<file path="src/rtl/alu_pkg.sv">
`default_nettype none
// +--------------------------------------------------------------------+
// | alu_pkg                                                            |
// | Shared ALU definitions: sequencer state encoding, nibble width and |
// | status-register flag indices.                                      |
// | Revision: 1.0                                                      |
// +--------------------------------------------------------------------+
package alu_pkg;

  localparam int NIBBLE_W = 4;

  typedef enum logic [1:0] {
    ST_IDLE = 2'd0,
    ST_RUN  = 2'd1,
    ST_DONE = 2'd2
  } state_t;

  // Bit positions of the flags in the ALU status register
  localparam int FLAG_BORROW   = 0;
  localparam int FLAG_OVERFLOW = 1;
  localparam int FLAG_ZERO     = 2;
  localparam int FLAG_COUNT    = 3;

endpackage
`default_nettype wire

</file>
<file path="src/rtl/nibble_add_stage.sv">
`default_nettype none
// +--------------------------------------------------------------------+
// | nibble_add_stage                                                   |
// | Combinational 4-bit adder with carry in/out; the single arithmetic |
// | stage reused on every cycle of the serial subtractor.              |
// | Revision: 1.0                                                      |
// +--------------------------------------------------------------------+
module nibble_add_stage
  import alu_pkg::*;
(
  input  logic [NIBBLE_W-1:0] a,
  input  logic [NIBBLE_W-1:0] b,
  input  logic                c_in,
  output logic [NIBBLE_W-1:0] sum,
  output logic                c_out
);

  // Widen by one bit so the carry falls out of the top of the sum
  assign {c_out, sum} = {1'b0, a} + {1'b0, b} + {{NIBBLE_W{1'b0}}, c_in};

endmodule
`default_nettype wire

</file>
<file path="src/rtl/serial_subtractor.sv">
`default_nettype none
// +--------------------------------------------------------------------+
// | serial_subtractor                                                  |
// | Computes a - b one nibble per clock as a + ~b + 1, keeping the     |
// | carry in a register between cycles. start/ready/result_valid       |
// | handshake toward the ALU issue logic.                              |
// | Revision: 1.0                                                      |
// +--------------------------------------------------------------------+
module serial_subtractor
  import alu_pkg::*;
#(
  parameter int WIDTH = 32
) (
  input  logic             clock,
  input  logic             resetn,
  input  logic             start,
  input  logic [WIDTH-1:0] a,
  input  logic [WIDTH-1:0] b,
  output logic             ready,
  output logic             result_valid,
  output logic [WIDTH-1:0] diff,
  output logic             borrow_out,
  output logic             overflow,
  output logic             zero
);

  localparam int NIBBLES = WIDTH / NIBBLE_W;
  localparam int CNT_W   = $clog2(NIBBLES);

  state_t                  state;
  logic [CNT_W-1:0]        count;
  logic                    carry;
  logic [WIDTH-1:0]        a_r;
  logic [WIDTH-1:0]        b_r;   // holds ~b so the stage only ever adds
  logic [FLAG_COUNT-1:0]   flags;

  logic [NIBBLE_W-1:0]     nib_a;
  logic [NIBBLE_W-1:0]     nib_b;
  logic [NIBBLE_W-1:0]     nib_sum;
  logic                    nib_carry;
  logic                    last_nibble;
  logic                    final_zero;
  logic                    final_overflow;

  assign nib_a       = a_r[count*NIBBLE_W +: NIBBLE_W];
  assign nib_b       = b_r[count*NIBBLE_W +: NIBBLE_W];
  assign last_nibble = (count == CNT_W'(NIBBLES - 1));

  nibble_add_stage u_stage (
    .a     (nib_a),
    .b     (nib_b),
    .c_in  (carry),
    .sum   (nib_sum),
    .c_out (nib_carry)
  );

  // On the last edge the top nibble is still in flight, so zero looks at
  // the already-written lower nibbles plus the sum being written now.
  assign final_zero = (nib_sum == '0) && (diff[WIDTH-NIBBLE_W-1:0] == '0);

  // Original b sign is the inverse of the stored complemented operand
  assign final_overflow = (a_r[WIDTH-1] != ~b_r[WIDTH-1]) &&
                          (nib_sum[NIBBLE_W-1] != a_r[WIDTH-1]);

  assign borrow_out = flags[FLAG_BORROW];
  assign overflow   = flags[FLAG_OVERFLOW];
  assign zero       = flags[FLAG_ZERO];

  // Sequencer: capture operands, walk the nibbles, pulse result_valid
  always_ff @(posedge clock or negedge resetn) begin
    if (!resetn) begin
      state        <= ST_IDLE;
      ready        <= 1'b1;
      result_valid <= 1'b0;
      diff         <= '0;
      flags        <= '0;
      count        <= '0;
      carry        <= 1'b1;
      a_r          <= '0;
      b_r          <= '0;
    end else begin
      case (state)
        ST_IDLE: begin
          if (start) begin
            a_r   <= a;
            b_r   <= ~b;
            carry <= 1'b1;
            count <= '0;
            ready <= 1'b0;
            state <= ST_RUN;
          end
        end
        ST_RUN: begin
          diff[count*NIBBLE_W +: NIBBLE_W] <= nib_sum;
          carry <= nib_carry;
          count <= count + 1'b1;
          if (last_nibble) begin
            flags[FLAG_BORROW]   <= ~nib_carry;
            flags[FLAG_OVERFLOW] <= final_overflow;
            flags[FLAG_ZERO]     <= final_zero;
            result_valid         <= 1'b1;
            state                <= ST_DONE;
          end
        end
        ST_DONE: begin
          result_valid <= 1'b0;
          ready        <= 1'b1;
          state        <= ST_IDLE;
        end
        default: begin
          result_valid <= 1'b0;
          ready        <= 1'b1;
          state        <= ST_IDLE;
        end
      endcase
    end
  end

endmodule
`default_nettype wire

</file>
<file path="config.mk">
export PLATFORM = sky130hd
export DESIGN_NAME = serial_subtractor
export DESIGN_NICKNAME = d
export VERILOG_FILES = /design/src/rtl/alu_pkg.sv /design/src/rtl/nibble_add_stage.sv /design/src/rtl/serial_subtractor.sv
export SDC_FILE = /design/constraint.sdc
export NUM_CORES = 1
export LEC_CHECK = 0
export CAP_MARGIN = 20
export CORE_ASPECT_RATIO = 0.75
export CORE_MARGIN = 4
export CORE_UTILIZATION = 45
export DETAILED_ROUTE_END_ITERATION = 10
export GPL_TIMING_DRIVEN = 1
export HOLD_SLACK_MARGIN = 0.08
export PLACE_DENSITY = 0.72
export SYNTH_ARGS = -nofsm -noshare
export SYNTH_HDL_FRONTEND = slang
export SYNTH_SLANG_ARGS = --single-unit
</file>
<file path="constraint.sdc">
create_clock -name clock -period 5.1 [get_ports clock]
set_input_delay 0.765 -clock clock [delete_from_list [all_inputs] [get_ports clock]]
set_output_delay 0.765 -clock clock [all_outputs]
set_load 0.05 [all_outputs]
</file>
# After elaboration in Yosys (flattened, before gate mapping)
# Index checks and enable logic that the tools add are counted.
# word_totals
reg_bits	107
input_bits	67
out_inout_bits	37
word_cells	52
# classes
addsub	4
n_eq_ne	6
shifts	4
mux	12
n_bitwise	5
n_reduce_logical	12
# ops
cell	count
variable part select 32 x 6 -> 4 bit	2
negation 5 -> 34 bit	1
variable shift 4 x 34 -> 32 bit (first input constant)	1
variable part select 4 x 34 -> 32 bit	1
bitwise mux 32 bit	1
NOT 32 bit	1
zero test 28 bit	1
AND reduction 2 bit	6
one-hot mux 1 bit (2 select lines)	3
one-hot mux 3 bit (2 select lines)	1
adder 4 x 4 -> 5 bit	1
adder 5 x 1 -> 5 bit	1
zero test 4 bit	1
two-way mux 2 bit	2
inequality test 2 bit (second input constant)	2
NOT 1 bit	4
one-hot mux 2 bit (2 select lines)	1
adder 3 x 1 -> 3 bit (second input constant)	1
== test 3 bit (second input constant)	1
two-way mux 1 bit	3
two-way mux 3 bit	1
== test 2 x 1 -> 1 bit (second input constant)	1
logical AND 1 bit	2
zero test 2 bit	1
other kinds (2)	3

# Depth between registers and ports, before layout
# Gate-level depths: netlist of run 1.
# logic_depth
depth_word	5
mapped_depth	12
mapped_depth_nobuf	10

# Cells and area by module
# Synthesis of run 1 repeated with hierarchy kept, for this count alone.
# hier_totals
cells_unflattened	449
hier_area_um2	4926.0
# by_module_without_submodules
mod	instances	cells_each	area_per_inst_um2	seq_area_each_um2
serial_subtractor	1	433	4782.1	2680.1
nibble_add_stage	1	16	143.9	0.0

# Worst setup path before layout of run 1
# OpenSTA, ideal clock, no wires.
# synth_timing
kind	register to register
startpoint	register count[0]
endpoint	register flags[2]
setup_time_ps	121
arrival_time_ps	2869
t_required_ps	4979
path_slack_ps	2110
path_stages_with_launch	13
path_buffers	2
period_less_slack_ps	2990
cell_sequence	dfrtp_1 > buf_2 > buf_2 > mux4_2 > nand2_1 > nand2_1 > fa_1 > inv_1 > fa_1 > nor4b_1 > nand4_1 > nor4_1 > a22o_1
# synth_via
elab_chain_cells	5
elab_cells_between_ends	8
classes_between	add/sub (2); eq/ne (1); shift (2); reduce/logical (3)
# synth_rtl
element	line	rtl
start: declaration	serial_subtractor.sv:31	logic [CNT_W-1:0] count;
start signal: assignment	serial_subtractor.sv:96	count <= count + 1'b1;
variable part select 32 x 6 -> 4 bit (on tied branches)	serial_subtractor.sv:45, serial_subtractor.sv:46	
adder 4 x 4 -> 5 bit	nibble_add_stage.sv:19	assign {c_out, sum} = {1'b0, a} + {1'b0, b} + {{NIBBLE_W{1'b0}}, c_in};
adder 5 x 1 -> 5 bit	nibble_add_stage.sv:19	
zero test 4 bit	serial_subtractor.sv:59	assign final_zero = (nib_sum == '0) && (diff[WIDTH-NIBBLE_W-1:0] == '0);
logical AND 1 bit	serial_subtractor.sv:59	
end signal: indexed assignment	serial_subtractor.sv:98	flags[FLAG_BORROW] <= ~nib_carry;
end signal: indexed assignment	serial_subtractor.sv:99	flags[FLAG_OVERFLOW] <= final_overflow;
end signal: indexed assignment	serial_subtractor.sv:100	flags[FLAG_ZERO] <= final_zero;
end: declaration	serial_subtractor.sv:35	logic [FLAG_COUNT-1:0] flags;
# Parallel ways exist; a longest one is shown, timed or not.
# A chain may end at the register's enable or synchronous reset.

# Worst setup path after layout of run 1
# Ends and elaborated chain as after synthesis.

==> impl_metrics.csv, run 1 <==
group,metric,value,unit
setup_path,r2r-end,"flags[2]",
grt,overflow,0,
drt,first_pass_iters,5,
floorplan,die_x,128,µm
synth,yosysWarningCount,0,
drt,drtAntennaViolNets,0,
timing,maxSlewViolCount,0,
floorplan,fp-row-count,32,
place,port_buffers,103,
synth,synth-seq-area-share,54.8,%
final_layout,antenna_cells,0,
timing,relSlewSlack,36.5,%
cts,cts_buffer_depth,2,
final_layout,instances_no_fill,642,
grt,grt_max_degree,75,
final_layout,area_growth,29.7,%
drt,vias,3428,
final_layout,drive_above_1_share,16.8,%
cts,htree_levels,3,
synth,synth-seq-cells,107,
cts,cts_root_buffer,"clkbuf_16",
cts,numClockSinks,107,
synth,synth.avg_cell_area,12.1,µm²
cts,hold_buffers,0,
timing,tightest_slew,0.953,ns
floorplan,initial_core_util,46.8,%
grt,grt_pass1_wl,18.4,mm
grt,track_usage,18.5,%
setup_path,worstPathMaxFanout,16,
synth,syn-cell-area,4890,µm²
cts,clk_latency,0.34,ns
timing,tns,0,ns
timing,hold_viol,0,
cts,cts_resized,0,
setup_path,end_kind,"flop",
final_layout,final_cell_mix,"dfrtp_1 (105), clkdlybuf4s50_1 (102), nand2_1 (48)",
pwr,p_leak,0.00271,µW
setup_path,r2r-start,"count[0]",
drt,wl,11.0,mm
synth,syn_inst,403,
synth,ys_types,44,
floorplan,ios,104,
run_status,status,"finished, final reports clean",
cts,cts_buffers,9,
flow_run,drv_cap,0,
drt,routed_via_density,5.34,
floorplan,die_h,98.3,µm
setup_path,reg2reg_depth,10,
floorplan,core-area,10500,µm²
grt,antenna_found_initial,0,
place,place_hpwl,8.16,mm
pwr,ir_worst_vdd,0.324,mV
floorplan,die_area,12600,µm²
cts,path_clk_slew,0.07,ns
min_path,holdCritPathClass,"reg -> reg",
timing,rsz0062_at_grt,"no",
setup_path,critical_path_class,"reg -> reg",
timing,setup_viol,0,
place,routabilityCongestion,0.830,
timing,finClkSkew,0.00710,ns
drt,first_iter_violations,183,
timing,post-route-period-util,67.6,%
setup_path,required,5.39,ns
setup_path,worstSetupStartpoint,"count[0]",
cts,cts_setup_buffers,0,
timing,fmax,290,MHz
drt,drt-wirelength-per-cell,17.2,µm
cts,cts_tree,"built",
timing,period_needed,3.45,ns
synth,syn_nets,482,
setup_path,regToRegSetupSlack,1.65,ns
grt,grt_pass1_vias,3540,
setup_path,cp-start-kind,"flop",
final_layout,num-nets-final,580,
final_layout,layout_commonest_cell,"dfrtp_1",
drt,drc,0,
place,place_inst,626,
setup_path,endpoint,"flags[2]",
setup_path,crit_arrival,3.73,ns
pwr,powerDensity,755,nW/µm²
==> Yosys cell counts, drive strengths merged <==
cell type	n	area [µm²]
nor2	41	154
nor3b	1	18.8
nand3	8	40.0
a21oi	35	175
clkinv	1	3.75
a21o	1	7.51
nand4	4	25.0
nand2	48	180
nor3	1	5.00
nand4bb	1	27.5
and3	1	6.26
dfstp	2	52.6
dfrtp	105	2630
o21ai	11	55.1
or3	2	12.5
nand4b	1	8.76
buf	14	87.6
mux2	46	522
o211ai	1	7.51
or2	1	6.26
fa	2	40.0
xor2	1	8.76
a22o	3	26.3
or3b	1	8.76
nor4b	1	8.76
o31ai	6	45.0
a31oi	1	6.26
nor2b	2	12.5
inv	13	48.8
nor4	8	65.1
mux4	16	379
mux2i	3	30.0
nand2b	1	6.26
ha	10	125
and2	2	12.5
clkbuf	5	18.8
nand3b	1	7.51
o21bai	1	7.51
o2111ai	1	8.76
==> layer usage <==
metal	up-vias	routed length (µm)	track usage [%]
li1	1621	-	-
met1	1684	5220	27.6
met2	112	4940	26.8
met3	11	789	5.47
met4	0	88	4.08
met5	-	0	0
==> kinds of logic after synthesis <==
family,synth area share [%]
DFF,54.8
xor gates and xnor gates,0.179
and+or+nand+nor,12.4
adders and majority gates,3.38
buffers and inverters,3.25
AOI/OAI and AO/OA,6.94
muxes,19.0
==> where the power goes <==
| part | internal, µW | switching [µW] |
|---|---|---|
| Sequential | 1240 | 318 |
| Clock | 454 | 292 |
| Combinational | 1050 | 1430 |
==> flip-flops by register name (all words and copies together) (netlist names) <==
name	count
a_r	32
b_r	32
carry	1
count	3
diff	32
flags	3
ready	1
result_valid	1
state	2
==> worst min-delay path by stage <==
stage / startpoint / end / slack [ns] / cells after the start
finish: diff[28] / diff[28] / 0.49 / 2
global route: a_r[5] / a_r[5] / 0.53 / 1
CTS: diff[28] / diff[28] / 0.49 / 2
detailed placement: diff[28] / diff[28] / 0.48 / 2
global placement: diff[28] / diff[28] / 0.47 / 2
floorplan: resetn / a_r[0] / 0.47 / 0
==> worst max-delay path, cell delays in order, from the launching register on <==
cell	delay [ns]
dfrtp_1	0.97
mux4_2	0.61
nand2_1	0.08
nand2_1	0.09
fa_1	0.41
inv_1	0.08
fa_1	0.20
xor2_1	0.45
nand3_1	0.14
nor4_1	0.20
a22o_1	0.16
==> through the flow <==
step | total power [µW] | setup slack (ns) | cell area [µm²] | util [%] | hold WS (ns)
finish | 4780 | 1.65 | 6340 | 60.7 | 0.490
global placement | 3960 | 1.72 | 6010 | 57.5 | 0.468
detailed placement | 4060 | 1.59 | 6010 | 57.5 | 0.480
floorplan | 3320 | 2.11 | 4890 | - | 0.469
CTS | 4820 | 1.59 | 6340 | 60.7 | 0.495
global route | 5140 | 1.22 | 6340 | 60.7 | 0.525
==> area by class of cell <==
type	instances	area (µm²)
fillers	850	4110
flip-flops and latches	107	2680
multi-input cells	263	2060
repair buffers	106	1050
clock buffers	11	253
well taps	136	170
clock inverters	5	75.1
inverters	14	52.6
No activity file was read; power rests on OpenSTA's default activity.
==> run 2: changes to the inputs <==
==> constraint.sdc (replaced) <==
create_clock -name clock -period 3.24 [get_ports clock]
set_input_delay 0.486 -clock clock [delete_from_list [all_inputs] [get_ports clock]]
set_output_delay 0.486 -clock clock [all_outputs]
set_load 0.05 [all_outputs]
==> impl_metrics.csv, run 2 (synthesized netlist as in run 1, its figures left out) <==
group,metric,value,unit
run_status,status,"finished, final reports clean",
drt,drtAntennaViolNets,0,
setup_path,worstSetupStartpoint,"count[0]",
setup_path,crit_family,"simple AND/OR/NAND/NOR gates",
place,port_buffers,103,
setup_path,required,3.52,ns
min_path,holdCritPathClass,"in -> async",
floorplan,die_area,12600,µm²
floorplan,core-area,10500,µm²
cts,cts_tree,"built",
setup_path,endpoint,"flags[2]",
timing,setup_viol,0,
timing,rsz0062_at_grt,"no",
setup_path,crit_buf_inv,2,
final_layout,antenna_cells,0,
floorplan,ios,104,
pwr,powerDensity,1190,nW/µm²
final_layout,instances_no_fill,647,
setup_path,path_depth,11,
cts,cts_buffers,9,
final_layout,reg_top3,"a_r: 32 flops, b_r: 32 flops, diff: 32 flops",
setup_path,regToRegSetupSlack,0.24,ns
drt,vias,3430,
cts,clk_latency,0.34,ns
flow_run,drv_cap,0,
drt,drt-wirelength-per-cell,17.2,µm
place,routabilityCongestion,0.827,
final_layout,num-nets-final,588,
timing,relSlewSlack,34.2,%
cts,hold_buffers,0,
grt,grt_pass1_vias,3586,
timing,fmax,333,MHz
timing,maxSlewViolCount,0,
grt,grt_max_degree,81,
pwr,p_leak,0.00273,µW
setup_path,r2r-start,"count[0]",
cts,cts_buffer_depth,2,
final_layout,final_cell_mix,"dfrtp_1 (105), clkdlybuf4s50_1 (102), nand2_1 (48)",
drt,drc,0,
drt,routed_via_density,5.30,
final_layout,area_growth,30.5,%
timing,finClkSkew,0.00567,ns
timing,hold_viol,0,
setup_path,cpPeakStageDelay,0.52,ns
timing,tightest_slew,0.987,ns
setup_path,reg2reg_depth,11,
setup_path,critical_path_class,"reg -> reg",
final_layout,layout_commonest_cell,"dfrtp_1",
grt,track_usage,18.5,%
floorplan,initial_core_util,46.8,%
setup_path,crit_arrival,3.28,ns
setup_path,r2r-end,"flags[2]",
drt,wl,11.1,mm
cts,htree_levels,3,
cts,cts_resized,0,
setup_path,cp_slowest_cell,"mux4_2",
place,place_hpwl,8.33,mm
pwr,ir_worst_vdd,0.575,mV
timing,tns,0,ns
grt,overflow,0,
final_layout,drive_above_1_share,17.8,%
place,place_inst,634,
floorplan,fp-row-count,32,
drt,first_pass_iters,5,
grt,grt_pass1_wl,18.3,mm
setup_path,crit_chain,"buf_4, mux4_2, nand2_1, nand2_1, fa_1, inv_1, fa_1, nor4b_2, nand4_1, nor4_1, a22o_1",
setup_path,cp-start-kind,"flop",
timing,period_needed,3.00,ns
drt,first_iter_violations,148,
setup_path,worstPathMaxFanout,9,
cts,path_clk_slew,0.06,ns
cts,cts_setup_buffers,0,
floorplan,die_h,98.3,µm
final_layout,utilization,61.1,%
timing,setup_slack,0.240,ns
place,dp_slack,0.203,ns
cts,numClockSinks,107,
cts,cts_root_buffer,"clkbuf_16",
timing,post-route-period-util,92.6,%
floorplan,die_x,128,µm
grt,antenna_found_initial,0,
setup_path,end_kind,"flop",
-- run 2: power by group --
part / switching [µW] / internal [µW]
clock: 449 / 684
combinational: 2400 / 1740
sequential: 380 / 1950
total: 3230 / 4380
-- run 2: per-layer routing --
| layer | up-vias | track usage (%) | part of all wire, % |
|---|---|---|---|
| li1 | 1634 | - | - |
| met1 | 1692 | 27.2 | 47 |
| met2 | 94 | 27.3 | 45 |
| met3 | 10 | 5.36 | 6.6 |
| met4 | 0 | 4.49 | 1.0 |
| met5 | - | 0 | 0 |
-- run 2: worst min-delay path by stage --
stage	endpoint	cells after the start	start	slack (ns)
after floorplan	a_r[0]	0	resetn	0.19
after global routing	a_r[21]	1	resetn	0.38
after detailed placement	diff[28]	2	diff[28]	0.48
after CTS	a_r[25]	1	resetn	0.35
after global placement	diff[31]	2	diff[31]	0.47
final	a_r[16]	1	resetn	0.30
-- run 2: layout make-up --
type	count	area, µm²
well taps	136	170
multi-input cells	263	2060
inverters	14	52.6
flip-flops and latches	107	2680
fillers	834	4070
clock buffers	10	239
repair buffers	114	1110
clock inverters	3	65.1
-- run 2: per-stage QoR --
| stage | power (µW) | hold slack (ns) | instance area (µm²) |
|---|---|---|---|
| 3_3_place_gp | 6340 | 0.470 | 6070 |
| 2_1_floorplan | 5220 | 0.190 | 4890 |
| 6_report | 7600 | 0.305 | 6380 |
| 4_1_cts | 7630 | 0.347 | 6370 |
| 5_1_grt | 8150 | 0.382 | 6380 |
| 3_5_place_dp | 6460 | 0.475 | 6070 |
